[config.mk]
export PLATFORM = sky130hd
export DESIGN_NAME = alu_datapath
export DESIGN_NICKNAME = d
export VERILOG_FILES = /design/src/rtl/alu_datapath.sv
export SDC_FILE = /design/constraint.sdc
export NUM_CORES = 1
export LEC_CHECK = 0
export ABC_AREA = 1
export BUFFER_PORTS_ARGS = -buffer_cell sky130_fd_sc_hd__buf_4
export CORE_ASPECT_RATIO = 2
export CORE_MARGIN = 1
export CORE_UTILIZATION = 30
export DETAILED_ROUTE_END_ITERATION = 16
export GPL_TIMING_DRIVEN = 0
export SLEW_MARGIN = 40
export SYNTH_ARGS = -nofsm -noshare
export SYNTH_HDL_FRONTEND = slang
export SYNTH_SLANG_ARGS = --single-unit
[constraint.sdc]
create_clock -name clk -period 3 [get_ports clk]
set_input_delay 0.15 -clock clk [delete_from_list [all_inputs] [get_ports clk]]
set_output_delay 0.15 -clock clk [all_outputs]
set_load 0.01 [all_outputs]
[src/rtl/alu_datapath.sv]
// alu_datapath: bus ALU with operand/result registers and a sequencing FSM.
// Define ALU_FLAGS_EN to build the flag_z/flag_c/flag_n outputs.
module alu_datapath #(
    parameter int WIDTH = 16
) (
    input  logic             clk,
    input  logic             rst,
    input  logic [WIDTH-1:0] bus_in,
    input  logic [3:0]       opcode,
    input  logic             ALUin0,
    input  logic             ALUin1,
    input  logic             ALUoutlatch,
    input  logic             ALUoutEN,
    output logic [WIDTH-1:0] bus_out,
    output logic             bus_oe,
    output logic             result_valid,
    output logic             seq_err
`ifdef ALU_FLAGS_EN
    ,
    output logic             flag_z,
    output logic             flag_c,
    output logic             flag_n
`endif
);

    typedef enum logic [1:0] {
        S_IDLE   = 2'd0,
        S_A_RDY  = 2'd1,
        S_AB_RDY = 2'd2,
        S_DONE   = 2'd3
    } state_t;

    state_t           state_q, state_d;
    logic [WIDTH-1:0] a_q, a_d;
    logic [WIDTH-1:0] b_q, b_d;
    logic [WIDTH-1:0] result_q, result_d;
    logic             valid_q, valid_d;
    logic             err_q, err_d;

    logic             load_a;
    logic             load_b;
    logic             op_ok;
    logic             latch_ok;
    logic             err_set;
    logic             have_a;
    logic [WIDTH-1:0] alu_res;

    // State register
    always_ff @(posedge clk or posedge rst) begin
        if (rst) begin
            state_q <= S_IDLE;
        end else begin
            state_q <= state_d;
        end
    end

    // Next state: operand capture wins over a coincident latch
    always_comb begin
        state_d = state_q;
        unique case (1'b1)
            load_a && load_b:
                state_d = S_AB_RDY;
            load_a && !load_b:
                state_d = S_A_RDY;
            !load_a && load_b && have_a:
                state_d = S_AB_RDY;
            !load_a && !load_b && latch_ok:
                state_d = S_DONE;
            default:
                state_d = state_q;
        endcase
    end

    // Strobe decode against the pre-edge state
    always_comb begin
        have_a   = (state_q == S_A_RDY) || (state_q == S_AB_RDY);
        op_ok    = opcode[3] && (opcode[2:0] != 3'b000);
        load_a   = ALUin0;
        load_b   = ALUin1;
        latch_ok = ALUoutlatch && (state_q == S_AB_RDY) && op_ok;
        err_set  = (ALUoutlatch && !latch_ok)
                 || (ALUin1 && !ALUin0 && !have_a);
    end

    always_comb begin
        alu_res = '0;
        case (opcode)
            4'b1001: alu_res = a_q + b_q;
            4'b1010: alu_res = a_q - b_q;
            4'b1011: alu_res = a_q & b_q;
            4'b1100: alu_res = a_q | b_q;
            4'b1101: alu_res = a_q ^ b_q;
            4'b1110: alu_res = ~a_q;
            4'b1111: alu_res = a_q << 1;
            default: alu_res = '0;
        endcase
    end

    always_comb begin
        a_d      = load_a ? bus_in : a_q;
        b_d      = load_b ? bus_in : b_q;
        result_d = latch_ok ? alu_res : result_q;
        err_d    = err_q | err_set;
        valid_d  = valid_q;
        if (load_a) begin
            valid_d = 1'b0;
        end else if (latch_ok) begin
            valid_d = 1'b1;
        end
    end

    always_ff @(posedge clk or posedge rst) begin
        if (rst) begin
            a_q      <= '0;
            b_q      <= '0;
            result_q <= '0;
            valid_q  <= 1'b0;
            err_q    <= 1'b0;
        end else begin
            a_q      <= a_d;
            b_q      <= b_d;
            result_q <= result_d;
            valid_q  <= valid_d;
            err_q    <= err_d;
        end
    end

    assign bus_oe       = ALUoutEN;
    assign bus_out      = ALUoutEN ? result_q : '0;
    assign result_valid = valid_q;
    assign seq_err      = err_q;

`ifdef ALU_FLAGS_EN
    logic alu_c;
    logic flag_z_q, flag_z_d;
    logic flag_c_q, flag_c_d;
    logic flag_n_q, flag_n_d;
    logic [WIDTH:0] add_wide;

    always_comb begin
        add_wide = {1'b0, a_q} + {1'b0, b_q};
        case (opcode)
            4'b1001: alu_c = add_wide[WIDTH];
            4'b1010: alu_c = (a_q < b_q);
            4'b1111: alu_c = a_q[WIDTH-1];
            default: alu_c = 1'b0;
        endcase
    end

    always_comb begin
        flag_z_d = flag_z_q;
        flag_c_d = flag_c_q;
        flag_n_d = flag_n_q;
        if (latch_ok) begin
            flag_z_d = (alu_res == '0);
            flag_c_d = alu_c;
            flag_n_d = alu_res[WIDTH-1];
        end
    end

    always_ff @(posedge clk or posedge rst) begin
        if (rst) begin
            flag_z_q <= 1'b0;
            flag_c_q <= 1'b0;
            flag_n_q <= 1'b0;
        end else begin
            flag_z_q <= flag_z_d;
            flag_c_q <= flag_c_d;
            flag_n_q <= flag_n_d;
        end
    end

    assign flag_z = flag_z_q;
    assign flag_c = flag_c_q;
    assign flag_n = flag_n_q;
`endif

endmodule

After elaboration in Yosys (flattened, before gate mapping)
Index checks and enable logic that the tools add are counted.
Word-level totals
  output and inout bits: 19
  register bits: 52
  word-level logic and storage cells: 48
  input bits: 26
Cells by class
  bitwise logic cells: 5
  mux-type cells: 5
  eq/ne operators: 9
  reduce and logical (&&, ||, !) cells: 21
  add/sub/neg operators: 2
Operators by type and width (number)
  $pmux W16 S7: 1
  $eq A4 B4 Y1 const B: 7
  $add A16 B16 Y16: 1
  $and A16 B16 Y16: 1
  $mux W16: 1
  $not A16 Y16: 1
  $or A16 B16 Y16: 1
  $sub A16 B16 Y16: 1
  $xor A16 B16 Y16: 1
  $logic_and A1 B1 Y1: 11
  $pmux W2 S3: 1
  $reduce_bool A3 Y1: 2
  $logic_not A1 Y1: 4
  $eq A2 B1 Y1 const B: 1
  $eq A2 B2 Y1 const B: 1
  $logic_or A1 B1 Y1: 2
  $mux W1: 2
  $reduce_bool A2 Y1: 1
  $reduce_or A2 Y1: 1
  $or A1 B1 Y1: 1

Depth between registers and ports, before layout
  word-level depth: 7
  mapped depth: 22
  gate-level depth less buffers: 22

Worst setup path before layout
OpenSTA, ideal clock, no wires.
  path type: reg2reg
  start point: reg b_q[0]
  end point: reg result_q[13]
  data required time: 2923 ps
  slack: 575 ps
  period minus slack after synthesis: 2425 ps
  setup time: 77 ps
  path buffers: 0
  cell stages (with the launch flop): 16
  arrival time: 2347 ps
  path through: dfrtp_1 inv_1 ha_1 nand3_1 nor3_2 nand3_1 o21ai_1 xor2_1 ha_1 a21oi_1 o21bai_1 a21oi_1 nand2_1 nand2_1 nand3_1 a21oi_1
Between the ends
  cells in the longest elaborated chain, start to end: 2
  elaborated cells between the ends (all ways): 3
  classes of those cells: 2 x add/sub; 1 x mux
Ends and longest elaborated chain
  start, declared: RTL line 35  | logic [WIDTH-1:0] b_q, b_d;
  start signal, assigned: RTL line 115  | b_q <= '0;
  start signal, assigned: RTL line 121  | b_q <= b_d;
  $sub A16 B16 Y16 or $add A16 B16 Y16 (tied branches): RTL line 89, 88
  $pmux W16 S7 (*): RTL line 87  | case (opcode)
  end signal, assigned: RTL line 122  | result_q <= result_d;
  end, declared: RTL line 36  | logic [WIDTH-1:0] result_q, result_d;
Every way passes the cells marked *; elsewhere a longest branch is shown, timed or not.
A chain may end at the register's enable or synchronous reset.

Final worst setup path
  start point: reg b_q[0]
  end point: reg result_q[15]
The elaborated chain is that of the path after synthesis.

==> impl_metrics.toml <==
[cts]
cts_tree = "built"
clockBufferDepth = 2
clock-sinks = 52
cts.reportedPaths.clkPinSlew_ns = 0.07
htree_levels = 2
cts_buffers = 5
cts_root_buf = "clkbuf_16"
clk_latency_ns = 0.31

[pwr]
ir_worst_vdd_uv = 232.0
p_int_mw = 1.672
power.share.clock_pct = 26.4
seqPwrFrac_pct = 35.8
p_per_area_nw_per_um2 = 499.9
netSwitchingFraction_pct = 36.68
p_switching_mw = 0.9684
leakagePower_nw = 2.759
power_frac_comb_pct = 37.8

[floorplan]
dieArea_um2 = 15160
initial_utilization_pct = 30.60
die_width_um = 87.56
die_y_um = 173.1
coreArea_um2 = 14350
num_io_pins = 45
rows = 62

[worst_setup_path]
critPathLaunch = "b_q[0]$_DFFE_PP0P_"
crit_path_start_kind = "flip-flop"
critical_path.top_delay_family = "simple AND/OR/NAND/NOR gates"
cpMostUsedCell = "nand2_1"
arrival_ns = 3.07
path_class = "reg2reg"
path_cells = "inv_2 > ha_4 > nand3_2 > nor3_4 > nand3_2 > o21ai_4 > nand2_1 > xor2_1 > ha_1 > nand2_1 > nor2_1 > nand2_1 > nand2_1 > inv_1 > nand2_1 > inv_1 > nand2_1 > nand3_1 > a21oi_2"
path_buf_inv = 3
required_ns = 3.24
crit_fanout = 4
max_stage_delay_ns = 0.39
r2r_start = "b_q[0]$_DFFE_PP0P_"
setup.worst_path.end_class = "flip-flop"
cp_slowest_cell = "dfrtp_1"

[synth]
ys_seq_elements = 52
synth_edf_count = 0
yosysTopAreaCellShare_pct = 29.63
ys_warn_count = 0
syn_area_per_cell_um2 = 7.049
synthTopCellsByArea = "dfrtp_1 (30%), nand2_1 (14%), ha_1 (14%), inv_1 (7.8%), o21ai_0 (5.4%)"
yosysUniqueCellTypes = 40
netlist_instances = 623
ys.flop_type = "dfrtp_1"
yosys.area.top_type = "dfrtp_1"
synth-seq-area-share_pct = 29.63
synth_fp_nets = 699
async_flop_share_pct = 100.0
netlist_area_um2 = 4392

[timing]
min_period_ns = 2.829
fin_skew_ns = 0.01069
slew_violations = 0
finalSetupTns_ns = 0
fmaxAchievable_mhz = 353.4
final-hold-violation-count = 0
finalCritPeriodShare_pct = 94.32
relSlewSlack_pct = 50.91
finalSetupViolCount = 0
worst_pin_slew_ns = 0.7363

[grt]
antenna_found_initial = 0
grt_pass1_wl_mm = 21.56
grt.overflow.total = 0
grt_max_degree = 30
grt_pass1_vias = 4293
grtUsageTotal_pct = 18.92

[final_layout]
drive_above_1_share_pct = 17.11
syn_to_final_growth_pct = 20.26
antenna_cells = 0
nNetsFinal = 753
fin_util_pct = 36.80
regArea_um2 = 1301
n_fill_cell = 1550
multi_input_area_um2 = 2718

[routing]
num_vias = 4183
drc = 0
detail-route-antenna-nets = 0
dr.pass1.iters = 4
first_iter_violations = 183
vias_per_cell = 4.808
wl_per_cell_um = 15.32
routed_wl_mm = 13.33

[hold_path]
min-delay-start = "bus_in[8]"
worstHoldPathType = "in2reg"

[placement]
gp_congestion = 0.9006
io_buffers = 42
hpwl_mm = 10.97

[flow_run]
maxCapViolations = 0

[run_status]
status = "complete, no violations"
## tightest hold or removal path: stages
cell,delay [ns]
buf_4,0.08
nand2_1,0.04
o21ai_0,0.05
## area by class of cell
type                            count  area share (%)
Clock inverter                      2          0.7344
Clock buffer                        6           2.630
Sequential cell                    52           24.64
Timing Repair Buffer               47           6.965
Inverter                           99           7.131
Multi-Input combinational cell    454           51.46
Tap cell                          192           4.549
Buffer                             18           1.895
## through the flow
stage	power [mW]	hold WS (ns)	setup WS, ns	cells	instance area, um2
floorplan	1.594	0.2581	0.5752	623	4392
global placement	1.896	0.3630	-0.004395	857	4947
detailed placement	1.916	0.1512	-0.01132	858	4970
CTS	2.636	0.04872	0.02493	867	5174
global route	2.846	0.05780	-0.02682	870	5281
finish	2.640	0.05156	0.1705	870	5281
## metal layers
layer  routed length (um)  GRT usage, %  up-vias
met5                    0             0        -
met4                  568         10.86        0
met3                  313         2.100       28
met2                 7611         36.39       79
met1                 4838         18.57     1966
li1                     -             -     2110
## cell families after synthesis
logic type / count (synthesis) / synth area share [%]
AO/OA/AOI/OAI: 122 / 16.67
XOR/XNOR: 14 / 2.792
AND/OR/NAND/NOR: 268 / 25.70
adder cells (fa/ha/maj): 50 / 14.42
flip-flops: 52 / 29.63
buffers and inverters: 117 / 10.80
## cell usage in the layout, fill, tap and decap left out, types with 6 or more instances in the layout
cell type  count
a21oi_1       29
dfrtp_1       52
a31oi_1        7
nand2_1      160
o21ai_0       47
buf_4         46
nand3_1       22
a211oi_1       8
xor2_1        13
nand2_2       10
ha_1          46
inv_1         87
clkbuf_1       9
inv_2         10
nor2_1        49
o22ai_1        6
## state kept, by name, indices dropped and copies added, names as in the netlist
| name | count |
|---|---|
| a_q | 16 |
| b_q | 16 |
| result_q | 16 |
| result_valid | 1 |
| seq_err | 1 |
| state_q | 2 |
## power by group through the flow
stage / logic (mW) / registers, mW / clock network [mW]
finish: 0.998 / 0.946 / 0.696
global route: 1.14 / 0.968 / 0.739
CTS: 0.971 / 0.944 / 0.721
detailed placement: 0.959 / 0.958 / 0
global placement: 0.940 / 0.956 / 0
floorplan: 0.663 / 0.931 / 0
## timing repair
item                                    CTS  global route
hold buffers                              1             0
setup buffers                             0             3
resized for setup                         2            21
hold endpoints to repair                 23             0
endpoints found under the setup margin    2             8
pin swaps                                 0             6
## cell usage after synthesis (2+ instances only)
master	n
or2_2	5
inv_2	7
o21ai_1	3
o21ai_2	3
xor2_1	13
inv_1	91
buf_6	3
a21oi_2	2
nor3_1	5
ha_1	49
nand3b_1	3
clkbuf_1	9
a31oi_1	7
o22ai_1	6
o2111ai_1	2
buf_2	5
a211oi_1	8
nor2_4	3
o211ai_1	4
nor2_1	51
o21ai_0	47
o2111ai_2	2
nand2_2	6
dfrtp_1	52
nand2_1	164
nand3_1	25
a21o_1	2
nand4_1	3
a21oi_1	32
## final timing paths
kind	end	slack, ns	cells past startpoint
max in group asynchronous	a_q[11]$_DFFE_PP0P_	2.16	4
hold reg to reg	seq_err$_DFF_PP0_	0.49	2
min in group asynchronous	b_q[1]$_DFFE_PP0P_	0.37	3
setup reg to reg	result_q[15]$_DFFE_PP0P_	0.17	19
setup / recovery	result_q[15]$_DFFE_PP0P_	0.17	19
hold / removal	b_q[8]$_DFFE_PP0P_	0.05	3
Power figures use the tool's default switching activity.
